File: src/rtl/mem_access_unit.sv
// Multicycle load/store unit: turns MIPS byte/half/word accesses into aligned word-bus
// transactions, with read-modify-write for sub-word stores and big-endian lane mapping.
module mem_access_unit (
    input  logic        clk,
    input  logic        rst,
    input  logic        mem_read,
    input  logic        mem_write,
    input  logic [5:0]  op,
    input  logic [31:0] addr,
    input  logic [31:0] wdata,
    output logic [31:0] rdata,
    output logic        done,
    output logic        busy,
    output logic        addr_err,
    output logic        bus_req,
    output logic        bus_we,
    output logic [31:0] bus_addr,
    output logic [31:0] bus_wdata,
    input  logic [31:0] bus_rdata,
    input  logic        bus_ack
);

    localparam logic [5:0] OP_LB  = 6'b100000;
    localparam logic [5:0] OP_LH  = 6'b100001;
    localparam logic [5:0] OP_LW  = 6'b100011;
    localparam logic [5:0] OP_LBU = 6'b100100;
    localparam logic [5:0] OP_LHU = 6'b100101;
    localparam logic [5:0] OP_SB  = 6'b101000;
    localparam logic [5:0] OP_SH  = 6'b101001;
    localparam logic [5:0] OP_SW  = 6'b101011;

    typedef enum logic [2:0] {IDLE, RD, RMW_RD, WR, DONE, ERR} state_t;

    state_t      state;
    state_t      next_state;
    logic [5:0]  op_q;
    logic [1:0]  off_q;
    logic [15:0] wdata_q;

    logic        is_load;
    logic        is_store;
    logic        misaligned;
    logic        req_valid;
    logic        req_err;
    logic [7:0]  sel_byte;
    logic [15:0] sel_half;
    logic [31:0] load_ext;
    logic [31:0] merged;

    // Classify the incoming request; byte ops can never be misaligned.
    always_comb begin
        is_load    = 1'b0;
        is_store   = 1'b0;
        misaligned = 1'b0;
        case (op)
            OP_LB, OP_LBU: is_load = 1'b1;
            OP_LH, OP_LHU: begin
                is_load    = 1'b1;
                misaligned = addr[0];
            end
            OP_LW: begin
                is_load    = 1'b1;
                misaligned = |addr[1:0];
            end
            OP_SB: is_store = 1'b1;
            OP_SH: begin
                is_store   = 1'b1;
                misaligned = addr[0];
            end
            OP_SW: begin
                is_store   = 1'b1;
                misaligned = |addr[1:0];
            end
            default: ;
        endcase
        req_valid = mem_read | mem_write;
        req_err   = (mem_read & mem_write) | (mem_read & ~is_load) |
                    (mem_write & ~is_store) | misaligned;
    end

    always_ff @(posedge clk or posedge rst) begin
        if (rst) begin
            state <= IDLE;
        end else begin
            state <= next_state;
        end
    end

    always_comb begin
        next_state = state;
        busy       = 1'b1;
        done       = 1'b0;
        addr_err   = 1'b0;
        bus_req    = 1'b0;
        bus_we     = 1'b0;
        case (state)
            IDLE: begin
                busy = 1'b0;
                if (req_valid) begin
                    if (req_err) begin
                        next_state = ERR;
                    end else if (mem_read) begin
                        next_state = RD;
                    end else if (op == OP_SW) begin
                        next_state = WR;
                    end else begin
                        next_state = RMW_RD;
                    end
                end
            end
            RD: begin
                bus_req = 1'b1;
                if (bus_ack) next_state = DONE;
            end
            RMW_RD: begin
                bus_req = 1'b1;
                if (bus_ack) next_state = WR;
            end
            WR: begin
                bus_req = 1'b1;
                bus_we  = 1'b1;
                if (bus_ack) next_state = DONE;
            end
            DONE: begin
                done       = 1'b1;
                next_state = IDLE;
            end
            ERR: begin
                done       = 1'b1;
                addr_err   = 1'b1;
                next_state = IDLE;
            end
            default: next_state = IDLE;
        endcase
    end

    // Big-endian lanes: byte offset 0 is the most significant byte of the word.
    always_comb begin
        case (off_q)
            2'd0:    sel_byte = bus_rdata[31:24];
            2'd1:    sel_byte = bus_rdata[23:16];
            2'd2:    sel_byte = bus_rdata[15:8];
            default: sel_byte = bus_rdata[7:0];
        endcase
        sel_half = off_q[1] ? bus_rdata[15:0] : bus_rdata[31:16];

        case (op_q)
            OP_LB:   load_ext = {{24{sel_byte[7]}}, sel_byte};
            OP_LBU:  load_ext = {24'd0, sel_byte};
            OP_LH:   load_ext = {{16{sel_half[15]}}, sel_half};
            OP_LHU:  load_ext = {16'd0, sel_half};
            default: load_ext = bus_rdata;
        endcase
    end

    always_comb begin
        merged = bus_rdata;
        if (op_q == OP_SB) begin
            case (off_q)
                2'd0:    merged[31:24] = wdata_q[7:0];
                2'd1:    merged[23:16] = wdata_q[7:0];
                2'd2:    merged[15:8]  = wdata_q[7:0];
                default: merged[7:0]   = wdata_q[7:0];
            endcase
        end else if (op_q == OP_SH) begin
            if (off_q[1]) begin
                merged[15:0] = wdata_q;
            end else begin
                merged[31:16] = wdata_q;
            end
        end
    end

    // Request fields are captured once at acceptance so later input changes cannot disturb the bus.
    always_ff @(posedge clk or posedge rst) begin
        if (rst) begin
            op_q      <= 6'd0;
            off_q     <= 2'd0;
            wdata_q   <= 16'd0;
            rdata     <= 32'd0;
            bus_addr  <= 32'd0;
            bus_wdata <= 32'd0;
        end else begin
            case (state)
                IDLE: begin
                    if (req_valid && !req_err) begin
                        op_q      <= op;
                        off_q     <= addr[1:0];
                        wdata_q   <= wdata[15:0];
                        bus_addr  <= {addr[31:2], 2'b00};
                        bus_wdata <= wdata;
                    end
                end
                RD: begin
                    if (bus_ack) rdata <= load_ext;
                end
                RMW_RD: begin
                    if (bus_ack) bus_wdata <= merged;
                end
                default: ;
            endcase
        end
    end

endmodule

File: config.mk
export PLATFORM = sky130hd
export DESIGN_NAME = mem_access_unit
export DESIGN_NICKNAME = d
export VERILOG_FILES = /design/src/rtl/mem_access_unit.sv
export SDC_FILE = /design/constraint.sdc
export NUM_CORES = 1
export LEC_CHECK = 0
export CAP_MARGIN = 15
export CORE_UTILIZATION = 52
export CTS_BUF_LIST = sky130_fd_sc_hd__clkbuf_8
export DETAILED_ROUTE_END_ITERATION = 10
export PLACE_DENSITY = 0.89
export SYNTH_ARGS = -nofsm -noshare
export SYNTH_HDL_FRONTEND = slang
export SYNTH_SLANG_ARGS = --single-unit
File: constraint.sdc
create_clock -name clk -period 11.9 [get_ports clk]
set_input_delay 1.785 -clock clk [delete_from_list [all_inputs] [get_ports clk]]
set_output_delay 1.785 -clock clk [all_outputs]
set_load 0.02 [all_outputs]
# Word-level counts from Yosys, hierarchy flattened
# Index checks and enable logic that the tools add are counted.
dict set report totals {
  ff_bits 121
  out_inout_bits 101
}
dict set report op_classes {
  n_bitwise 9
  mux 29
  eq_ne 25
  reduce_logical 18
}
# operator count
set op_table {}
lappend op_table {{two-way mux 32 bit} 4}
lappend op_table {{one-hot mux 32 bit (4 select lines)} 1}
lappend op_table {{== test 6 bit, second input constant} 14}
lappend op_table {{one-hot mux 32 bit (2 select lines)} 1}
lappend op_table {{two-way mux 16 bit} 3}
lappend op_table {{two-way mux 8 bit} 4}
lappend op_table {{one-hot mux 8 bit (3 select lines)} 1}
lappend op_table {{two-way mux 3 bit} 4}
lappend op_table {{OR reduction 3 bit} 4}
lappend op_table {{one-hot mux 3 bit (3 select lines)} 1}
lappend op_table {{two-way mux 1 bit} 8}
lappend op_table {{OR reduction 2 bit} 4}
lappend op_table {{== test 3 x 2 -> 1 bit, second input constant} 2}
lappend op_table {{== test 3 bit, second input constant} 2}
lappend op_table {{inequality test 2 bit, second input constant} 3}
lappend op_table {{AND reduction 3 bit} 2}
lappend op_table {{OR reduction 5 bit} 1}
lappend op_table {{bitwise OR 1 bit} 4}
lappend op_table {{AND reduction 2 bit} 2}
lappend op_table {{AND 1 bit} 3}
lappend op_table {{== test 3 x 1 -> 1 bit, second input constant} 1}
lappend op_table {{logical NOT 3 bit} 1}
lappend op_table {{== test 2 x 1 -> 1 bit, second input constant} 1}
lappend op_table {{== test 2 bit, second input constant} 1}
lappend op_table {{other kinds (8)} 9}

# Depth between registers and ports, before layout
dict set report logic_depth {
  word_depth 12
  ltp_mapped 8
  ltp_nobuf 5
}

# Worst setup path before layout
# Ideal clock, no wire load.
dict set report synth_path {
  path_type {input to register}
  from {input port op[3]}
  to {register bus_wdata[13]}
  required_ns 11.772
  setup_time_ns 0.128
  path_slack_ns 8.019
  t_arrival_ns 3.754
  stages 7
  n_path_buf 2
  cell_sequence {or4b_1 -> a221o_1 -> a2111oi_4 -> or2_1 -> buf_2 -> buf_6 -> mux2_1}
}
dict set report synth_between {
  elab_chain_len 12
  word_cells_on_any_way 26
}
# element line
set synth_rtl {}
lappend synth_rtl {{from (decl)} 8} ;# input logic [5:0] op,
lappend synth_rtl {{== test 6 bit} 55} ;# case (op)
lappend synth_rtl {{OR reduction 5 bit (no line)} -}
lappend synth_rtl {{two-way mux 1 bit} 55}
lappend synth_rtl {{NOT 1 bit} 77} ;# req_err = (mem_read & mem_write) | (mem_read & ~is_load) |
lappend synth_rtl {{AND 1 bit} 77}
lappend synth_rtl {{bitwise OR 1 bit (2 in a row)} 77}
lappend synth_rtl {{bitwise OR 1 bit (*)} 78} ;# (mem_write & ~is_store) | misaligned;
lappend synth_rtl {{logical NOT 1 bit (*)} 186} ;# if (req_valid && !req_err) begin
lappend synth_rtl {{logical AND 1 bit (*)} 186}
lappend synth_rtl {{inequality test 2 bit (no line) (*)} -}
lappend synth_rtl {{AND reduction 3 bit (no line) (*)} -}
lappend synth_rtl {{to (signal assigned)} 191} ;# bus_wdata <= wdata;
lappend synth_rtl {{to (signal assigned)} 198} ;# if (bus_ack) bus_wdata <= merged;
lappend synth_rtl {{to (decl)} 18} ;# output logic [31:0] bus_wdata,
# Every way passes the cells marked *; elsewhere a longest branch is shown, timed or not.
# A chain may end at the register's enable or synchronous reset.

# Final worst setup path
dict set report layout_path {
  from {input port mem_write}
  to {register bus_wdata[0]}
}
dict set report layout_between {
  elab_chain_len 8
  word_cells_on_any_way 10
}
# element line
set layout_rtl {}
lappend layout_rtl {{from (decl)} 7} ;# input logic mem_write,
lappend layout_rtl {{AND 1 bit} 77}
lappend layout_rtl {{bitwise OR 1 bit (2 in a row)} 77}
lappend layout_rtl {{bitwise OR 1 bit} 78}
lappend layout_rtl {{logical NOT 1 bit} 186}
lappend layout_rtl {{logical AND 1 bit (*)} 186}
lappend layout_rtl {{inequality test 2 bit (no line) (*)} -}
lappend layout_rtl {{AND reduction 3 bit (no line) (*)} -}
# Marks and branches as above.

==> reports/metrics.yaml <==
drt:
  wl_per_cell_um: 19.7
  drt-pass1-iter-count: 5
  drtIter0Drc: 414
  vias_per_cell: 5.87
  ant_nets: 0
  vias: 5725
  drc: 0
  totalWireLength_um: 19200
cts:
  cts-root-buf: "clkbuf_8"
  cts_resized: 0
  cts_tree: "yes"
  clockBufferDepth: 2
  clkTransAtPathRegs_ps: 70
  cts_setup_buffers: 0
  clock_latency_ps: 440
  htreeDepth: 4
  cts_num_sinks: 121
  hold_buffers: 0
  numCtsBuffers: 17
power:
  power_density_mw_per_mm2: 255
  cellLeakagePower_nw: 3.62
  ir_drop_mv: 0.172
global_route:
  first_global_vias: 5626
  grt_first_pass_wirelength_um: 30200
  track_usage: 0.306
  antenna_found_initial: 1
  grt_start_max_net_pins: 75
  grt_overflow_total: 0
critical_path:
  r2r_end: "bus_wdata[0]"
  end_kind: "register"
  r2r-start: "state[1]"
  path_class: "input port to register"
  worstPathArrival_ps: 5310
  critical_path_peak_fanout: 67
  r2r_slack_ps: 8720
  start_kind: "input port"
  worstPathRequired_ps: 12220
  r2r_cells: 5
status:
  status: "finished clean"
die:
  die_h_um: 114
  core_mm2: 0.0121
  start_util: 0.538
  num_rows: 40
  io_pins: 208
  fp.dieW_um: 114
  die_area_mm2: 0.0129
hold_path:
  whs_endpoint: "rdata[7]"
  hold-path-cell-count: 2
  hold_class: "register to register"
  hp-start: "rdata[7]"
logic_synthesis:
  synthArstFlopShare: 1.00
  synthCells: 610
  synth_ff_type: "dfrtp_1"
  yosysTopAreaCellShare: 0.467
  synth.area.top_cells: "dfrtp_1, mux2_2, mux2i_1, nand2_1, o21ai_0"
  ys_warn_count: 0
  synth-edff-count: 0
  yosys.area.top_type: "dfrtp_1"
  synth_cell_type_count: 53
  seq_area_frac_synth: 0.467
  synth-seq-cells: 121
  syn_area_mm2: 0.00648
  syn_area_per_cell_um2: 10.6
sta:
  fin_crit_ps: 4990
  timing.setup.tns_ps: 0
  final_hold_viol_count: 0
  grt_setup_unrepaired: "false"
  final.period_utilization: 0.419
  slew-limit-headroom: 0.280
  setup_violations: 0
  max_slew.worst_pin.slew_ps: 1080
  fin_ws_ps: 6910
  finalClockSkew_ps: 7.57
  final-max-slew-violation-count: 0
  max_freq_mhz: 200
place:
  place_inst: 941
  portBuffers: 205
  gp_congestion: 0.880
  dp_hpwl_um: 13800
  place_ws_ps: 6020
job:
  cap_viol_max_count: 0
finish:
  fin_nets: 901
  fin_cells: 975
  utilization: 0.744
  drive_gt1_frac: 0.155
  area_growth_pct: 38.5
  diodes: 0
-- worst max-delay path, stage by stage --
cell             delay [ps]
clkdlybuf4s50_1         530
or4b_1                  540
a221o_1                 400
a2111oi_4               270
buf_4                   680
or2_1                   470
buf_16                  230
mux2_1                  340
-- through the flow --
stage	hold WS, ps	power, mW	instance area (um2)
6_report	489	2.29	8980
3_5_place_dp	476	1.95	8570
4_1_cts	492	2.29	8930
5_1_grt	512	2.41	8980
3_3_place_gp	469	1.90	8570
2_1_floorplan	494	1.44	6490
-- flip-flops by register name (all words and copies together) (netlist names) --
name and cells:
bus_addr 30, bus_wdata 32, off_q 2, op_q 6, rdata 32, state 3, wdata_q 16
-- area by class of cell --
cell class              instances  area [um2]
clock inverters                13        97.6
clock buffers                  19         262
repair buffers                213        2140
fillers                       844        3080
multi-input cells             439        3230
inverters                       2        10.0
flip-flops and latches        121        3030
well taps                     168         210
-- cell families after synthesis --
logic type | Yosys count | synth area share
AO/OA/AOI/OAI | 136 | 0.136
buffers and inverters | 51 | 0.0367
flip-flops | 121 | 0.467
multiplexers | 120 | 0.217
other | 1 | 0.000578
AND/OR/NAND/NOR | 181 | 0.143
-- where the power goes --
part	internal (mW)	switching [mW]	total [mW]
registers	0.613	0.178	0.791
logic	0.581	0.581	1.16
clock network	0.155	0.178	0.334
total	1.35	0.938	2.29
-- cells in the final DEF (no fill, tap or decap), types with 3 or more instances in the layout --
cell	n
o221ai_1	12
a221oi_1	12
a21oi_1	38
nor4b_1	4
mux2_2	67
nor2_1	32
nor3_1	32
mux2i_1	28
buf_4	6
a2bb2oi_1	4
nand2b_1	10
clkinvlp_4	7
a32oi_1	4
mux2_1	17
o22ai_1	3
a31oi_1	3
clkdlybuf4s50_1	205
nand2_1	61
mux4_2	8
nand4b_1	3
a22oi_1	8
o21ai_0	41
and2_1	4
clkbuf_8	19
dfrtp_1	121
or3_1	3
nor2b_1	13
-- cell usage after synthesis (2+ instances only) --
cell type / instances
nand3b_1: 2
buf_4: 7
o21ai_0: 41
o31ai_1: 2
a31oi_1: 3
nand2b_1: 10
mux4_2: 8
mux2_1: 17
buf_1: 4
or3b_2: 2
nor2b_1: 13
a221oi_1: 12
and2_1: 4
or2_2: 2
inv_1: 2
nor4b_1: 4
or3_1: 3
buf_2: 4
mux2_2: 67
a2bb2oi_1: 4
clkbuf_1: 32
o221ai_1: 12
a32oi_1: 4
mux2i_1: 28
a22oi_1: 8
dfrtp_1: 121
nor3b_1: 2
nand2_1: 61
nor2_1: 32
o21a_1: 2
buf_6: 2
o22ai_1: 3
nor3_1: 33
a21oi_1: 38
nand4b_1: 3
-- metal layers --
metal	part of all wire	GRT usage	vias up
li1	-	-	2616
met1	0.41	0.412	2769
met2	0.47	0.471	298
met3	0.091	0.0824	40
met4	0.027	0.124	2
met5	0.00068	0	-
-- worst max path at each step --
| stage | from | end | cells after the start |
|---|---|---|---|
| floorplan | rst | bus_addr[10] | 1 |
| global placement | mem_write | bus_wdata[23] | 7 |
| detailed placement | mem_write | bus_wdata[29] | 7 |
| CTS | mem_write | bus_wdata[29] | 7 |
| global route | mem_write | bus_wdata[20] | 8 |
| finish | mem_write | bus_wdata[0] | 8 |
Power figures use the tool's default switching activity.
